## config.mk

```make
export PLATFORM = sky130hd
export DESIGN_NAME = alarm_display_driver_flat
export DESIGN_NICKNAME = d
export VERILOG_FILES = /design/src/rtl/alarm_display_driver_if.sv /design/src/rtl/alarm_display_driver.sv /design/src/flat_wrapper.sv
export SDC_FILE = /design/constraint.sdc
export NUM_CORES = 1
export LEC_CHECK = 0
export ABC_AREA = 0
export ABC_CLOCK_PERIOD_IN_PS = 5400
export CORE_MARGIN = 2
export CORE_UTILIZATION = 61
export DETAILED_ROUTE_END_ITERATION = 10
export HOLD_SLACK_MARGIN = 0.12
export PLACE_DENSITY_LB_ADDON = 0.12
export SETUP_SLACK_MARGIN = 0.1
export SLEW_MARGIN = 20
export SYNTH_ARGS = -nofsm -noshare
export SYNTH_HDL_FRONTEND = slang
export SYNTH_SLANG_ARGS = --single-unit
```

## constraint.sdc

```tcl
create_clock -name CLK -period 5.4 [get_ports CLK]
set_input_delay 0.54 -clock CLK [delete_from_list [all_inputs] [get_ports CLK]]
set_output_delay 0.54 -clock CLK [all_outputs]
set_load 0.03 [all_outputs]
```

## src/rtl/alarm_display_driver_if.sv

```systemverilog
// Display bus from the alarm block: the 11-bit time value, the enable and the conversion-busy flag.
interface alarm_display_driver_if;
    logic [10:0] display_bus;
    logic        enable;
    logic        busy;

    modport master (output display_bus, output enable, input busy);
    modport slave  (input display_bus, input enable, output busy);
endinterface

```

## src/rtl/alarm_display_driver.sv

```systemverilog
// Captures {AM_PM, HRS, MINS} from the alarm block, converts it to BCD digits and
// scans the four digits onto a single 7-segment driver with an AM/PM LED.
//
// state  | meaning
// IDLE   | waiting for an enabled bus value that differs from the captured one
// CONV   | repeated subtract-10 on the minutes to split tens/units
// UPDATE | write displayed digits and AM/PM LED from the finished conversion
module alarm_display_driver #(
    parameter int SCAN_DIV       = 4,
    parameter bit SEG_ACTIVE_LOW = 1'b0
) (
    input  logic                    CLK,
    input  logic                    RESETN,
    alarm_display_driver_if.slave   bus_if,
    output logic [6:0]              o_segments,
    output logic [3:0]              o_digit_sel,
    output logic                    o_am_pm_led
);

    localparam int            PW       = (SCAN_DIV > 1) ? $clog2(SCAN_DIV) : 1;
    localparam logic [PW-1:0] PRE_LAST = PW'(SCAN_DIV - 1);
    localparam logic [3:0]    D_BLANK  = 4'd10;
    localparam logic [3:0]    D_DASH   = 4'd11;
    localparam logic [6:0]    SEG_MASK = SEG_ACTIVE_LOW ? 7'h7F : 7'h00;

    typedef enum logic [1:0] {IDLE, CONV, UPDATE} state_t;

    state_t             r_state, w_next;
    logic               w_capture, w_conv_step;
    logic [10:0]        r_cap;
    logic [5:0]         r_rem;
    logic [2:0]         r_tens;
    logic [3:0][3:0]    r_dig;
    logic               r_am_pm;
    logic [PW-1:0]      r_pre;
    logic [1:0]         r_idx;
    logic [3:0]         r_sel;
    logic [6:0]         r_seg;
    logic [3:0]         w_hrs, w_hrs_units;
    logic               w_hrs_tens, w_invalid;
    logic [6:0]         w_enc;

    always_ff @(posedge CLK or negedge RESETN) begin
        if (!RESETN) r_state <= IDLE;
        else         r_state <= w_next;
    end

    always_comb begin
        w_next      = r_state;
        w_capture   = 1'b0;
        w_conv_step = 1'b0;
        case (r_state)
            IDLE: begin
                if (bus_if.enable && (bus_if.display_bus != r_cap)) begin
                    w_capture = 1'b1;
                    w_next    = CONV;
                end
            end
            CONV: begin
                if (r_rem >= 6'd10) w_conv_step = 1'b1;
                else                w_next      = UPDATE;
            end
            UPDATE:  w_next = IDLE;
            default: w_next = IDLE;
        endcase
    end

    assign bus_if.busy = (r_state != IDLE);

    assign w_hrs       = r_cap[9:6];
    assign w_invalid   = (w_hrs == 4'd0) || (w_hrs > 4'd12) || (r_cap[5:0] > 6'd59);
    assign w_hrs_tens  = (w_hrs >= 4'd10);
    assign w_hrs_units = w_hrs_tens ? (w_hrs - 4'd10) : w_hrs;

    always_ff @(posedge CLK or negedge RESETN) begin
        if (!RESETN) begin
            r_cap   <= 11'h300;
            r_rem   <= 6'd0;
            r_tens  <= 3'd0;
            r_dig   <= {4'd1, 4'd2, 4'd0, 4'd0};
            r_am_pm <= 1'b0;
        end else begin
            if (w_capture) begin
                r_cap  <= bus_if.display_bus;
                r_rem  <= bus_if.display_bus[5:0];
                r_tens <= 3'd0;
            end
            if (w_conv_step) begin
                r_rem  <= r_rem - 6'd10;
                r_tens <= r_tens + 3'd1;
            end
            // Digits only change here, so a reset during CONV never leaves a half-written display
            if (r_state == UPDATE) begin
                if (w_invalid)
                    r_dig <= {4{D_DASH}};
                else
                    r_dig <= {(w_hrs_tens ? 4'd1 : D_BLANK), w_hrs_units, {1'b0, r_tens}, r_rem[3:0]};
                r_am_pm <= r_cap[10];
            end
        end
    end

    always_comb begin
        w_enc = 7'b0000000;
        case (r_dig[r_idx])
            4'd0:    w_enc = 7'b1111110;
            4'd1:    w_enc = 7'b0110000;
            4'd2:    w_enc = 7'b1101101;
            4'd3:    w_enc = 7'b1111001;
            4'd4:    w_enc = 7'b0110011;
            4'd5:    w_enc = 7'b1011011;
            4'd6:    w_enc = 7'b1011111;
            4'd7:    w_enc = 7'b1110000;
            4'd8:    w_enc = 7'b1111111;
            4'd9:    w_enc = 7'b1111011;
            D_DASH:  w_enc = 7'b0000001;
            default: w_enc = 7'b0000000;
        endcase
    end

    // Scan runs freely; ENABLE only gates what reaches the pins
    always_ff @(posedge CLK or negedge RESETN) begin
        if (!RESETN) begin
            r_pre <= '0;
            r_idx <= 2'd3;
            r_sel <= 4'b0000;
            r_seg <= SEG_MASK;
        end else begin
            if (r_pre == PRE_LAST) begin
                r_pre <= '0;
                r_idx <= r_idx - 2'd1;
            end else begin
                r_pre <= r_pre + PW'(1);
            end
            r_sel <= bus_if.enable ? (4'b0001 << r_idx) : 4'b0000;
            r_seg <= (bus_if.enable ? w_enc : 7'b0000000) ^ SEG_MASK;
        end
    end

    assign o_segments  = r_seg;
    assign o_digit_sel = r_sel;
    assign o_am_pm_led = r_am_pm;

endmodule

```

## src/flat_wrapper.sv

```systemverilog
// flat-port wrapper written by rule: the top's interface ports become plain ports
module alarm_display_driver_flat 
#(
    parameter int SCAN_DIV       = 4,
    parameter bit SEG_ACTIVE_LOW = 1'b0
)
  (CLK, RESETN, o_segments, o_digit_sel, o_am_pm_led, bus_if_display_bus, bus_if_enable, bus_if_busy);
  alarm_display_driver_if bus_if_i ();
  input  logic CLK;
  input  logic RESETN;
  output logic [6:0] o_segments;
  output logic [3:0] o_digit_sel;
  output logic o_am_pm_led;
  input wire logic [$bits(bus_if_i.display_bus)-1:0] bus_if_display_bus;
  input wire logic [$bits(bus_if_i.enable)-1:0] bus_if_enable;
  output wire logic [$bits(bus_if_i.busy)-1:0] bus_if_busy;
  assign bus_if_i.display_bus = bus_if_display_bus;
  assign bus_if_i.enable = bus_if_enable;
  assign bus_if_busy = bus_if_i.busy;
  alarm_display_driver #(.SCAN_DIV(SCAN_DIV), .SEG_ACTIVE_LOW(SEG_ACTIVE_LOW)) u_core (.CLK(CLK), .RESETN(RESETN), .bus_if(bus_if_i), .o_segments(o_segments), .o_digit_sel(o_digit_sel), .o_am_pm_led(o_am_pm_led));
endmodule
```

==> run metrics, run 1 <==
Resize count post-CTS=0; Worst EP arrival=approximately 2.3 ns; total CTS buffers=5; initial core utilization=0.644; synthesized flop and latch total=52; final non-filler cell area=around 0.0030 mm^2; P_leak=roughly 1.3 nW; Setup crit start=u_core.r_idx[0]; # setup viols final=0; Crit. End Element=flop; initial antenna violation count=0; Avg Cell Area, Syn=between 10 and 15 um^2; Port-buffer cells=26; worst flop-to-flop path startpoint=u_core.r_idx[0]; Final #Nets=300; wire length of the first global-routing pass=8220 um; Switching Power=~0.00066 W; leading area contributor after synthesis=dfrtp_1; sequential share of power=0.403; largest net degree at the start of global routing=53; latest clock arrival within the worst-skew pair=0.30 ns; Tmin final=2.13 ns; drt via density=around 5.7; vias in the first global route=about 1800; Syn Inst Count=~250; CTS tree=built; H-tree depth=2; # hold bufs at CTS=0; WP data required=5.60 ns; number of synthesized flops with an enable pin=0; worst hold path type=in -> async; Main synth FF type=dfrtp_1; Slew HR=0.473; Yosys top cell area share=0.437; Final Hold Viols=0; P per Cell Area=569 mW/mm^2; total power=around 0.0017 W; synth unique cells=between 40 and 50; core area=between 0.004 and 0.005 mm^2; drt first pass iters=4; Area growth syn-to-layout=14.2%; R2R depth=6; Clock Power Share=0.152; Max Buffers Root-to-Sink=2; sequential fraction of the synthesis area=0.497; Yosys warnings=0; r2r endpoint=u_core.o_segments[0]; postcts setup bufs=0; critical path launch point type=flop; share of cells above drive strength 1=0.114; initial DRC count=90; crit-path max FO=10; most common cell after layout, fill and taps aside=dfrtp_1; Comb pwr share=0.445; Die ar.=0.00486 mm^2; DRC errors left=0; P_int=~0.0010 W; post-route clock period utilization=0.395; VDD IR max=around 400 uV; clock root buffer=clkbuf_8; status=finished clean; row count=23; Die X=about 70 um; via count=roughly 1800; area post-placement=0.00290 mm^2; worst-margin pin slew=roughly 0.8 ns; fraction of registers with async set/reset=1.00; Post-Place Setup Slack=roughly 3.1 ns; GRT overflow=0; Post-Route Setup TNS=0 ns; final slew viol count=0; commonest non-fill, non-tap cells in the layout=dfrtp_1, nand2_1, clkdlybuf4s50_1, inv_1, ha_1; Area contributors post-synth=dfrtp_1, ha_1, dfstp_2; I/O pins=27; Syn Nets=276; switch share=0.387; WL final=around 4700 um; Die Span Y=69.7 um; routability cong.=0.804; clock net sink count=52; R2R Setup Slk=about 3.3 ns; final worst slack=about 3.3 ns; Final Skew=0.00560 ns; ANT nets after route=0; GRT Util Overall=0.213; highest clock rate=about 470 MHz; dpl hpwl=3490 um; wire per inst=roughly 15 um; unrepaired setup endpoints after global routing=false; CTS clk-pin slew, worst paths=approximately 0.090 ns; mapped cell area=between 0.002 and 0.003 mm^2; diode count=0; Setup Crit Path Kind=reg -> reg; Layout fillers=between 300 and 400; max_cap viols=0
[layer usage]
metal  vias up  part of all wire  track usage
li1        890                 -            -
met5         -                 0            0
met3         7             0.031       0.0436
met1       891              0.44        0.262
met4         0             0.018       0.0748
met2        41              0.51        0.372
[how the worst max path moves through the flow]
stage	endpoint	slack [ns]	cells after the start
after CTS	u_core.o_segments[5]	3.08	5
after global placement	u_core.r_rem[0]	3.13	4
final	u_core.o_segments[0]	3.27	6
after floorplan	u_core.o_segments[2]	3.43	7
after detailed placement	u_core.o_segments[5]	3.08	5
after global routing	u_core.o_segments[0]	3.15	6
[stage by stage]
stage / utilization / std cells / hold WS, ns
5_1_grt: 0.735 / 322 / 0.403
2_1_floorplan: - / 247 / 0.244
3_3_place_gp: 0.709 / 314 / 0.416
4_1_cts: 0.735 / 322 / 0.380
3_5_place_dp: 0.709 / 314 / 0.419
6_report: 0.735 / 322 / 0.354
[sequential cells by signal (all words and copies together), names as in the netlist]
signal / flops
u_core.r_rem: 6
u_core.o_segments: 7
u_core.r_tens: 3
u_core.o_digit_sel: 4
u_core.r_dig: 14
u_core.r_pre: 2
u_core.o_am_pm_led: 1
u_core.r_idx: 2
u_core.r_cap: 11
u_core.r_state: 2
[power groups by stage]
stage               registers [W]  logic [W]  clock network, W
finish                   0.000688   0.000762          0.000260
global placement         0.000692   0.000742                 0
CTS                      0.000690   0.000768          0.000266
detailed placement       0.000698   0.000764                 0
floorplan                0.000692   0.000565                 0
global route             0.000712   0.000847          0.000283
[kinds of logic (layout without fill, tap and decap cells)]
group,Yosys count,after routing,synth area share
and+or+nand+nor,71,71,0.131
buffers and inverters,28,53,0.0499
AOI/OAI and AO/OA,53,53,0.134
adders and majority gates,15,15,0.0713
xor gates and xnor gates,15,15,0.0499
DFF,52,52,0.497
muxes,13,13,0.0670
[area by class of cell]
type | instances | area [um^2] | area share
sequential | 52 | 1310 | 0.435
tap | 50 | 62.6 | 0.0208
clock buffer | 6 | 72.6 | 0.0241
multi-input combinational | 167 | 1190 | 0.397
clock inverter | 2 | 35.0 | 0.0117
timing repair buffer | 28 | 270 | 0.0899
inverter | 17 | 63.8 | 0.0212
[cells in the mapped netlist, types with 2 or more instances]
cell,count
ha_1,15
a31o_2,2
a21o_1,2
buf_4,2
clkbuf_1,4
nand3_1,3
o21ai_0,12
dfrtp_1,46
mux2i_1,6
a21oi_1,13
mux4_2,2
nand2_1,32
o211ai_1,3
xor2_1,2
mux2_4,4
nor2_1,14
nor2b_1,2
nand4_1,3
o22ai_1,4
o22a_1,6
inv_1,17
and2_1,6
dfstp_2,6
buf_6,2
nand2b_1,4
buf_2,2
xnor2_1,13
[critical path, stage by stage (launching register included)]
cell,delay [ns]
dfstp_2,0.68
mux4_2,0.59
inv_1,0.16
ha_1,0.20
mux2_4,0.15
o22ai_2,0.06
and2_1,0.18
Power figures use the tool's default switching activity.
==> inputs of run 2 (changes only) <==
ABC_CLOCK_PERIOD_IN_PS = 1950   (was 5400)
CORE_UTILIZATION = 51   (was 61)
clock period = 1.95 ns   (was 5.4 ns; I/O delays follow)
==> run 2 against run 1 <==
Net effect:
- routed wire length is 4.1% higher
- worst hold slack better by 0.055 ns
- total power grew to 2.9 times the previous value
- fmax is 14% higher
- clock skew is 0.0017 ns lower
- global-route usage is 2.2 points lower
- critical path type unchanged
- largest power group unchanged
==> run metrics, run 2 (same netlist as run 1, synthesis figures left out) <==
dpl hpwl=3670 um (+5.1%); most common cell after layout, fill and taps aside=dfrtp_1; max_cap viols=0 (unchanged); total power=0.00490 W (+190%); drt via density=5.06 (-11%); highest clock rate=535 MHz (+14%); final slew viol count=0 (unchanged); DRC errors left=0 (unchanged); initial core utilization=0.522 (-0.122); Cells after DPL=343 (+9.2%); via count=1827 (-0.11%); Final Skew=0.00386 ns (-0.00174 ns); latest clock arrival within the worst-skew pair=0.30 ns (about the same); Setup Crit Path Kind=reg -> reg; share of cells above drive strength 1=0.192 (+0.0785); clock root buffer=clkbuf_8; drt first pass iters=4 (unchanged); non-filler cells, final=361 (+12%); H-tree depth=2 (unchanged); Die Span Y=75.8 um (+8.8%); P per Cell Area=1530 mW/mm^2 (+170%); CTS clk-pin slew, worst paths=0.08 ns (about the same); Max Buffers Root-to-Sink=2 (unchanged); Largest Register=u_core.r_dig; Setup crit start=u_core.r_idx[0]; Area growth syn-to-layout=21.7%; Slew HR=0.682 (+0.209); largest net degree at the start of global routing=53 (unchanged); VDD IR max=832 uV (+110%); row count=26 (+13%); core area=0.00504 mm^2 (+23%); initial DRC count=64 (-29%); Tmin final=1.87 ns (-0.261 ns); Die ar.=0.00575 mm^2 (+18%); vias in the first global route=1714 (-7.2%); P_leak=1.42 nW (+6.1%); WP data required=2.19 ns (-3.41 ns); status=finished clean; worst-margin pin slew=0.472 ns (-0.314 ns); max FFs per register=14 (unchanged); crit-path max FO=4 (-6); worst hold path type=in -> async; final non-filler cell area=0.00320 mm^2 (+6.6%); WL final=4900 um (+4.1%); wire per inst=13.6 um (-7.2%); post-route clock period utilization=0.959 (+0.564); # setup viols final=0 (unchanged); diode count=0 (unchanged); initial antenna violation count=0 (unchanged); critical path launch point type=flop; GRT Util Overall=0.191 (-0.0218); worst flop-to-flop path startpoint=u_core.r_idx[0]; CTS tree=built; commonest non-fill, non-tap cells in the layout=dfrtp_1, nand2_1, clkdlybuf4s50_1, buf_4, inv_1; total CTS buffers=5 (unchanged); Layout fillers=422 (+37%); routability cong.=0.810 (+0.65%); Die X=75.8 um (+8.8%); GRT overflow=0 (unchanged); I/O pins=27 (unchanged); clock net sink count=52 (unchanged); wire length of the first global-routing pass=8120 um (-1.2%); Worst EP arrival=2.11 ns (-0.22 ns); ANT nets after route=0 (unchanged); unrepaired setup endpoints after global routing=true; Crit. End Element=flop; Port-buffer cells=26 (unchanged); area post-placement=0.00301 mm^2 (+3.7%); Final #Nets=319 (+6.3%); Final Hold Viols=0 (unchanged)
## run 2: critical path: stages, from the launching register on
cell	delay, ns
dfstp_2	0.57
mux4_2	0.55
ha_2	0.20
mux2_4	0.27
o22ai_2	0.10
and2_1	0.13
## run 2: per-layer routing
metal / vias up / wire length [um] / GRT usage
met5: - / 0 / 0
met4: 0 / 70 / 0.0604
met3: 9 / 144 / 0.0423
met2: 28 / 2510 / 0.318
met1: 864 / 2170 / 0.248
li1: 926 / - / -
## run 2: report_power, final
part	switching [W]	internal, W	total [W]
clock network	0.000323	0.000290	0.000613
logic	0.00123	0.00117	0.00240
registers	0.000332	0.00155	0.00189
## run 2: through the flow
step                       TNS, ns  hold slack (ns)  utilization  setup WS [ns]
after floorplan           -0.00816           -0.101            -       -0.00816
after global placement           0            0.209        0.596         0.0791
after detailed placement         0            0.209        0.596         0.0522
after CTS                        0            0.426        0.623         0.0684
after global routing             0            0.429        0.635         0.0171
final                            0            0.409        0.635         0.0797
## run 2: worst paths after layout
path | end | slack, ns | depth (start not counted)
max in group asynchronous | u_core.r_idx[1] | 1.25 | 3
worst max register to register | u_core.o_segments[0] | 0.08 | 5
worst max-delay path | u_core.o_segments[0] | 0.08 | 5
worst min-delay path | u_core.o_segments[6] | 0.41 | 3
min in group CLK | u_core.r_pre[0] | 0.42 | 1
worst min register to register | u_core.r_pre[0] | 0.42 | 1
## run 2: cell type report
class	instances	area, um^2	share of cell area
clock buffer	8	90.1	0.0281
multi-input combinational	167	1220	0.381
tap	70	87.6	0.0273
inverter	17	66.3	0.0207
sequential	52	1310	0.409
timing repair buffer	47	428	0.134
## run 2: what timing repair did
| action | 4_1_cts | 5_1_grt |
|---|---|---|
| hold endpoints to repair | 46 | 0 |
| pin swaps | 0 | 2 |
| resized for setup | 2 | 6 |
| endpoints found under the setup margin | 2 | 18 |
| hold buffers | 1 | 0 |
| setup buffers | 3 | 6 |
